**src/rtl/alarm_controller.sv**
```systemverilog
// alarm_controller
//   Sequencer for the seven-slot alarm comparator bank. Holds the seven alarm
//   words (time + enable) feeding the comparators, loads them through a
//   valid/ready write port, and runs the IDLE/RING/SNOOZE/HOLD state machine
//   triggered by rising edges of the comparator any-match flag AA.
//
//   Optional feature macro: ALARM_AUTO_OFF_EN
//     defined   -> RING auto-exits to HOLD after RING_MIN minute ticks
//     undefined -> RING persists until ack or snooze (ring counter removed)
//
// Ports
//   clk, rst            : single clock, synchronous active-high reset
//   AA                  : comparator any-match level
//   min_tick            : one-cycle pulse per minute
//   wr_valid/wr_ready   : write handshake; wr_idx (7 = discard), wr_time, wr_en
//   ack, snooze_btn     : user buttons, level sampled every cycle
//   Q_r0..Q_r6          : alarm words (13'h1FFF when slot disabled)
//   ring                : buzzer drive (registered)
//   state               : IDLE=0, RING=1, SNOOZE=2, HOLD=3 (registered)
module alarm_controller #(
  parameter int SNOOZE_MIN = 5,
  parameter int RING_MIN   = 10,
  parameter int MAX_SNOOZE = 3
) (
  input  logic        clk,
  input  logic        rst,
  input  logic        AA,
  input  logic        min_tick,
  input  logic        wr_valid,
  output logic        wr_ready,
  input  logic [2:0]  wr_idx,
  input  logic [12:0] wr_time,
  input  logic        wr_en,
  input  logic        ack,
  input  logic        snooze_btn,
  output logic [12:0] Q_r0,
  output logic [12:0] Q_r1,
  output logic [12:0] Q_r2,
  output logic [12:0] Q_r3,
  output logic [12:0] Q_r4,
  output logic [12:0] Q_r5,
  output logic [12:0] Q_r6,
  output logic        ring,
  output logic [1:0]  state
);

  typedef enum logic [1:0] {
    ST_IDLE   = 2'd0,
    ST_RING   = 2'd1,
    ST_SNOOZE = 2'd2,
    ST_HOLD   = 2'd3
  } state_t;

  localparam logic [12:0] SENTINEL  = 13'h1FFF;
  localparam logic [7:0]  SNOOZE_LIM = 8'(SNOOZE_MIN);
  localparam logic [7:0]  SNZ_MAX    = 8'(MAX_SNOOZE);

  function automatic logic [7:0] sat_inc(input logic [7:0] v);
    return (v == 8'hFF) ? v : v + 8'd1;
  endfunction

  logic [12:0] slot_time_q [7];
  logic [12:0] slot_time_d [7];
  logic        slot_en_q   [7];
  logic        slot_en_d   [7];
  state_t      state_q, state_d;
  logic        ring_q, ring_d;
  logic        aa_q, aa_d;
  logic [7:0]  snz_cnt_q, snz_cnt_d;
  logic [7:0]  snz_used_q, snz_used_d;
  logic        rise;
  logic [12:0] q_r [7];

`ifdef ALARM_AUTO_OFF_EN
  localparam logic [7:0] RING_LIM = 8'(RING_MIN);
  logic [7:0] ring_cnt_q, ring_cnt_d;
`else
  // RING_MIN has no function without auto-off; tie it off explicitly.
  logic [7:0] unused_ring_min;
  assign unused_ring_min = 8'(RING_MIN);
`endif

  assign wr_ready = !rst && (state_q != ST_RING);
  assign rise     = AA && !aa_q;

  always_comb begin
    slot_time_d = slot_time_q;
    slot_en_d   = slot_en_q;
    state_d     = state_q;
    aa_d        = AA;
    snz_cnt_d   = snz_cnt_q;
    snz_used_d  = snz_used_q;
`ifdef ALARM_AUTO_OFF_EN
    ring_cnt_d  = ring_cnt_q;
`endif

    // Index 7 matches no slot, so such writes are accepted and dropped.
    for (int i = 0; i < 7; i++) begin
      if (wr_valid && wr_ready && (wr_idx == 3'(i))) begin
        slot_time_d[i] = wr_time;
        slot_en_d[i]   = wr_en;
      end
    end

    case (state_q)
      ST_IDLE: begin
        if (rise) begin
          state_d    = ST_RING;
          snz_used_d = 8'd0;
`ifdef ALARM_AUTO_OFF_EN
          ring_cnt_d = 8'd0;
`endif
        end
      end
      ST_RING: begin
        if (ack) begin
          state_d = ST_HOLD;
        end else if (snooze_btn && (snz_used_q < SNZ_MAX)) begin
          state_d    = ST_SNOOZE;
          snz_cnt_d  = 8'd0;
          snz_used_d = sat_inc(snz_used_q);
        end else if (min_tick) begin
`ifdef ALARM_AUTO_OFF_EN
          if (sat_inc(ring_cnt_q) >= RING_LIM) begin
            state_d = ST_HOLD;
          end else begin
            ring_cnt_d = sat_inc(ring_cnt_q);
          end
`endif
        end
      end
      ST_SNOOZE: begin
        if (ack) begin
          state_d = ST_HOLD;
        end else if (min_tick) begin
          // The tick that completes the snooze is consumed by the transition.
          if (sat_inc(snz_cnt_q) >= SNOOZE_LIM) begin
            state_d = ST_RING;
`ifdef ALARM_AUTO_OFF_EN
            ring_cnt_d = 8'd0;
`endif
          end else begin
            snz_cnt_d = sat_inc(snz_cnt_q);
          end
        end
      end
      default: begin  // ST_HOLD: wait out the matching minute
        if (!AA) state_d = ST_IDLE;
      end
    endcase

    ring_d = (state_d == ST_RING);
  end

  always_ff @(posedge clk) begin
    if (rst) begin
      for (int i = 0; i < 7; i++) begin
        slot_time_q[i] <= 13'd0;
        slot_en_q[i]   <= 1'b0;
      end
      state_q    <= ST_IDLE;
      ring_q     <= 1'b0;
      aa_q       <= 1'b1;  // a match present at reset release must not ring
      snz_cnt_q  <= 8'd0;
      snz_used_q <= 8'd0;
`ifdef ALARM_AUTO_OFF_EN
      ring_cnt_q <= 8'd0;
`endif
    end else begin
      slot_time_q <= slot_time_d;
      slot_en_q   <= slot_en_d;
      state_q     <= state_d;
      ring_q      <= ring_d;
      aa_q        <= aa_d;
      snz_cnt_q   <= snz_cnt_d;
      snz_used_q  <= snz_used_d;
`ifdef ALARM_AUTO_OFF_EN
      ring_cnt_q  <= ring_cnt_d;
`endif
    end
  end

  for (genvar gi = 0; gi < 7; gi++) begin : g_qr
    assign q_r[gi] = slot_en_q[gi] ? slot_time_q[gi] : SENTINEL;
  end

  assign Q_r0  = q_r[0];
  assign Q_r1  = q_r[1];
  assign Q_r2  = q_r[2];
  assign Q_r3  = q_r[3];
  assign Q_r4  = q_r[4];
  assign Q_r5  = q_r[5];
  assign Q_r6  = q_r[6];
  assign ring  = ring_q;
  assign state = state_q;

endmodule

```
**config.mk**
```make
export PLATFORM = sky130hd
export DESIGN_NAME = alarm_controller
export DESIGN_NICKNAME = d
export VERILOG_FILES = /design/src/rtl/alarm_controller.sv
export SDC_FILE = /design/constraint.sdc
export NUM_CORES = 1
export LEC_CHECK = 0
export ABC_AREA = 0
export CORE_UTILIZATION = 40
export CTS_BUF_LIST = sky130_fd_sc_hd__clkbuf_16
export DETAILED_ROUTE_END_ITERATION = 12
export PLACE_DENSITY = 0.66
export SETUP_SLACK_MARGIN = 0.4
export SLEW_MARGIN = 5
export SYNTH_ARGS = -nofsm -noshare
export SYNTH_HDL_FRONTEND = slang
export SYNTH_SLANG_ARGS = --single-unit
```
**constraint.sdc**
```tcl
create_clock -name clk -period 2.35 [get_ports clk]
set_input_delay 0.47 -clock clk [delete_from_list [all_inputs] [get_ports clk]]
set_output_delay 0.47 -clock clk [all_outputs]
set_load 0.03 [all_outputs]
```
==> results_dict.tcl, run 1 <==
set metrics [dict create \
    antenna_diodes 0 \
    ant_nets 0 \
    critPathMaxFanout 6 \
    dp_hpwl_um 9180 \
    final.hold.worst_slack_ns 0.453 \
    timing.setup.critical_path_class "reg2out" \
    layout.cells.most_common_list "dfxtp_1, nand2b_1, dlygate4sd2_1, nor2_1, mux2i_1" \
    dieArea_um2 13400 \
    cts_max_level 4 \
    worst_setup_hold_path_clk_slew_ns 0.06 \
    critical_path_required_ns 1.88 \
    number_of_drc_markers_after_the_initial_detailed_route_iteration 194 \
    drive_above_1_share_pct 10.8 \
    number_of_nets_in_the_final_layout 719 \
    fmax_mhz 532 \
    run_status "complete, no violations" \
    synth-seq-cells 118 \
    gate_count_after_technology_mapping 578 \
    finalClockSkew_ns 0.00554 \
    crit_path_end_kind "output pin" \
    cts-buffers-inserted 17 \
    wl_um 13500 \
    grt.total_usage_pct 21.3 \
    setup_viol 0 \
    period_share_pct 80.0 \
    final_hold_viol_count 0 \
    finalMaxSlewViolations 0 \
    dr.pass1.iters 5 \
    max_cap_viol_count 0 \
    synthDistinctLibCells 49 \
    period_needed_ns 1.88 \
    buffer_ports.inserted 118 \
    wl_per_cell_um 15.3 \
    mostFrequentLayoutCell "dfxtp_1" \
    power_per_cell_area_nw_per_um2 666 \
    drt-vias-per-instance 4.83 \
    synth.cell_area_um2 5160 \
    globalRouteOverflowTotal 0 \
    place.detailed.instances 845 \
    route.detailed.drc 0 \
    power_leakage_uw 0.00257 \
    yosysWarningCount 0 \
    globalplace.congestion 0.844 \
    fin_setup_tns_ns 0 \
    avgSynthCellArea_um2 8.93 \
    worst_pin_slew_ns 0.593 \
    cts_tree "done" \
    cp.arrival_ns 1.41 \
    cts.path.max_buffers 2 \
    routed-via-count 4245 \
    fillers 1209 \
    final-instance-count-excl-fill 878 \
    worst_slew_margin_rel_pct 60.5 \
    ioPinCount 119 \
    row_count 41 \
    grt_pass1_wl_um 21500 \
    grt_start_max_net_pins 59 \
    die_width_um 116 \
    clkLatencyLatePin_ns 0.41 \
    crit_path_start_kind "register" \
    fp.coreArea_um2 12600 \
    final_core_utilization_pct 55.3 \
    area_growth_syn_to_layout_pct 35.2 \
    vdd.ir_drop.worst_v 0.000402 \
    placedInstanceArea_um2 6510 \
    number_of_global_route_vias_before_repair 4195 \
    clock_tree.root_cell "clkbuf_16" \
    syn_nets 604 \
    die_height_um 116 \
    sequential_element_share_of_the_synthesized_area_pct 45.8 \
    timing.hold.worst.class "reg2reg" \
    cts.sink_count 118 \
    rsz_0062_raised_after_global_routing "no" \
    post-route-cell-area_um2 6980 \
    initial_utilization_pct 40.9 \
    grt_antenna_before_repair 0 \
]
## stage by stage
stage	power (uW)	setup WS, ns
floorplan	2260	0.418
global placement	2400	0.115
detailed placement	2410	0.0562
CTS	4690	0.278
global route	4830	0.403
finish	4650	0.469
## layout make-up
type                            instances  area, um^2  share of cell area (%)
Timing Repair Buffer                  130        1180                    16.9
Sequential cell                       118        2380                    34.1
Multi-Input combinational cell        422        2660                    38.1
Clock buffer                           17         425                    6.10
Inverter                                4        15.0                   0.215
Tap cell                              172         215                    3.08
Clock inverter                         15         105                    1.51
## report_power, final
| group | total [uW] | internal [uW] | switching, uW |
|---|---|---|---|
| Combinational | 307 | 115 | 192 |
| Sequential | 2040 | 2020 | 18.2 |
| Clock | 2300 | 1350 | 953 |
| Total | 4650 | 3480 | 1160 |
## cells in the mapped netlist (all sizes together)
library cell,instances,area share (%)
dfxtp,118,46
nand4,3,0.65
ha,2,0.48
a211oi,1,0.15
o2bb2ai,1,0.17
nor3b,12,2.3
nor2,92,6.9
nand2b,94,11
a21oi,38,3.8
nor3,1,0.19
o21a,1,0.15
o22ai,1,0.12
a311o,1,0.19
inv,4,0.29
nand2,66,4.8
nor2b,2,0.39
nand3b,3,0.58
nand3,8,0.87
and4,1,0.22
o21ai,3,0.29
and3,3,0.36
xnor2,1,0.17
mux2i,72,14
a31oi,4,0.48
clkbuf,24,1.7
nor4,1,0.12
or2,2,0.24
a21boi,1,0.15
xor2,1,0.17
and4b,1,0.19
o22a,1,0.19
a211o,1,0.17
buf,10,1.2
or3b,1,0.17
nor4b,2,0.63
or3,1,0.12
## worst max-delay path, cell delays in order, from the launching register on
cell and delay, ns:
dfxtp_2 0.34, nor2b_4 0.14, nor2_4 0.12, dlygate4sd2_1 0.41
## metal layers
metal  global-route usage [%]  share of wire [%]  vias to the layer above
met4                     9.35                1.8                        0
met3                     5.81                6.0                       17
met1                     27.8                 46                     1958
li1                         -                  -                     2142
met5                        0                  0                        -
met2                     33.0                 46                      128
## sequential cells by signal (all words and copies together), names as in the netlist
signal	count
slot_time_q	91
snz_cnt_q	8
snz_used_q	8
slot_en_q	7
state	2
aa_q	1
ring	1
## final timing paths
path                         from               to  slack [ns]  cells after the start
setup / recovery         state[0]         wr_ready        0.47                      3
hold / removal    slot_time_q[43]  slot_time_q[43]        0.45                      2
setup reg to reg     snz_cnt_q[0]     snz_cnt_q[1]        0.51                      7
hold reg to reg   slot_time_q[43]  slot_time_q[43]        0.45                      2
## repair_timing
| item | in CTS | in global routing |
|---|---|---|
| hold buffers | 0 | 0 |
| resized for setup | 105 | 6 |
| buffers inserted | 1 | 0 |
| setup endpoints to repair | 101 | 15 |
| endpoints found under the hold margin | 0 | 0 |
## kinds of logic (layout without fill, tap and decap cells)
logic type / Yosys count / count (layout) / synth area share (%)
buffers and inverters: 38 / 166 / 3.25
adder cells (fa/ha/maj): 2 / 2 / 0.485
AO/OA/AOI/OAI: 53 / 53 / 5.82
multiplexers: 72 / 72 / 14.2
AND/OR/NAND/NOR: 293 / 293 / 30.2
XOR/XNOR: 2 / 2 / 0.339
flip-flops: 118 / 118 / 45.8
Power figures use the tool's default switching activity.
==> inputs of run 2 (changes only) <==
Clock period 2.35 ns to 1.76 ns, I/O delays scaled along.
==> results_dict.tcl, run 2 (same netlist as run 1, synthesis figures left out) <==
set metrics [dict create \
    dieArea_um2 13400 \
    placedInstanceArea_um2 6790 \
    fp.coreArea_um2 12600 \
    number_of_drc_markers_after_the_initial_detailed_route_iteration 232 \
    antenna_diodes 0 \
    power_per_cell_area_nw_per_um2 718 \
    area.sequential_um2 2410 \
    timing.reg2reg.worst_path_depth 8 \
    die_height_um 116 \
    worst_pin_slew_ns 0.666 \
    area_growth_syn_to_layout_pct 82.2 \
    critPathMaxFanout 4 \
    routed-via-count 4837 \
    grt_util_met2_pct 37.0 \
    route.detailed.drc 0 \
    worstReg2RegStart "snz_cnt_q[1]" \
    dp_hpwl_um 9420 \
    cts.sink_count 118 \
    layout.cells.most_common_list "buf_6, dfxtp_1, nand2b_4, nor2_1, mux2i_1" \
    worstHoldStart "AA" \
    rsz_0062_raised_after_global_routing "yes" \
    largest-register "slot_time_q" \
    timing.setup.critical_path_class "reg2reg" \
    hold_path_depth 2 \
    globalRouteOverflowTotal 0 \
    number_of_global_route_vias_before_repair 4412 \
    period_share_pct 98.9 \
    dr.pass1.iters 5 \
    power_leakage_uw 0.00379 \
    globalplace.congestion 0.894 \
    cts_tree "done" \
    worst-r2r-setup-slack_ns 0.02 \
    grt_start_max_net_pins 59 \
    buffer_ports.inserted 118 \
    drt-vias-per-instance 5.10 \
    globalRouteMet1Util_pct 27.9 \
    critical_path_required_ns 2.06 \
    number_of_nets_in_the_final_layout 791 \
    combined_area_of_the_multi_input_logic_cells_um2 3800 \
    initial_utilization_pct 40.9 \
    wl_per_cell_um 18.2 \
    final_hold_viol_count 0 \
    cts.path.max_buffers 2 \
    clock_tree.root_cell "clkbuf_16" \
    fillers 810 \
    largest_register_ff_count 91 \
    final.hold.worst_slack_ns 0.339 \
    worst_setup_hold_path_clk_slew_ns 0.05 \
    run_status "complete, no violations" \
    cts_max_level 4 \
    gr-usage-met3_pct 7.64 \
    finalMaxSlewViolations 0 \
    mostFrequentLayoutCell "buf_6" \
    clkLatencyLatePin_ns 0.42 \
    die_width_um 116 \
    crit_path_start_kind "register" \
    cts-buffers-inserted 17 \
    regToRegEndpoint "snz_cnt_q[0]" \
    crit_path_end_kind "register" \
    period_needed_ns 1.74 \
    ioPinCount 119 \
    ant_nets 0 \
    largest_registers "slot_time_q x91, snz_cnt_q x8, snz_used_q x8" \
    drive_above_1_share_pct 54.3 \
    wl_um 17300 \
    final_core_utilization_pct 74.5 \
    setup_viol 0 \
    postCtsHoldBufs 0 \
    worst_slew_margin_rel_pct 55.5 \
    vdd.ir_drop.worst_v 0.000662 \
    gr-max-usage-layer "met2" \
    finalClockSkew_ns 0.0102 \
    max_cap_viol_count 0 \
    grt_pass1_wl_um 22500 \
    timing.hold.worst.class "in2reg" \
    grt.total_usage_pct 22.5 \
    cp.arrival_ns 2.04 \
    post-route-cell-area_um2 9410 \
    row_count 41 \
    grt_antenna_before_repair 0 \
    fmax_mhz 574 \
    whs_endpoint "aa_q" \
]
run 2: cell types whose count changed in the layout (fill, tap and decap cells not counted), sizes merged:
| cell | before | now |
|---|---|---|
| dlygate4sd2 | 93 | 1 |
| buf | 13 | 175 |
| clkbuf | 17 | 22 |
| clkdlybuf4s50 | 23 | 20 |
| clkinv | 7 | 5 |
| clkinvlp | 4 | 3 |
| bufinv | 0 | 2 |
run 2: per-layer routing:
| layer | vias up | share of wire, % |
|---|---|---|
| met5 | - | 0 |
| met4 | 0 | 1.7 |
| met3 | 23 | 6.5 |
| met2 | 159 | 51 |
| met1 | 2365 | 41 |
| li1 | 2290 | - |
run 2: area by class of cell:
cell class | count | share of cell area, %
tap | 172 | 2.29
clock buffer | 17 | 4.52
inverter | 4 | 0.160
multi-input combinational | 422 | 40.4
sequential | 118 | 25.7
timing repair buffer | 202 | 25.3
clock inverter | 14 | 1.61
run 2: metrics by stage:
stage,setup TNS (ns),std cells,setup slack (ns),power [uW]
finish,0,949,0.0193,6760
global route,-0.0392,949,-0.0244,6940
CTS,0,918,0.0154,6590
detailed placement,-19.82,860,-0.317,3240
global placement,-17.92,860,-0.254,3240
floorplan,-1.23,578,-0.0700,3010
run 2: what timing repair did:
action | 4_1_cts | 5_1_grt
gates resized for setup | 574 | 400
pin swaps | 10 | 46
buffers inserted | 27 | 26
endpoints found under the setup margin | 212 | 210
gates cloned | 0 | 5
run 2: how the worst max path moves through the flow:
stage | from | to | slack (ns) | cells past startpoint
4_1_cts | snz_cnt_q[0] | snz_cnt_q[1] | 0.02 | 7
3_3_place_gp | AA | ring | -0.25 | 7
3_5_place_dp | AA | ring | -0.32 | 7
5_1_grt | snz_cnt_q[1] | snz_cnt_q[0] | -0.02 | 8
2_1_floorplan | state[0] | slot_time_q[10] | -0.07 | 7
6_report | snz_cnt_q[1] | snz_cnt_q[0] | 0.02 | 8
run 2: report_power, final:
group	internal, uW	switching, uW
Clock	2090	1320
Combinational	284	351
Sequential	2690	25.0
run 2: worst max-delay path: stages (launching register included):
cell	delay (ns)
dfxtp_4	0.37
ha_4	0.14
and4_4	0.24
a21boi_2	0.17
o22a_2	0.19
nand4_4	0.16
buf_12	0.17
mux2i_1	0.13
nor2_1	0.06
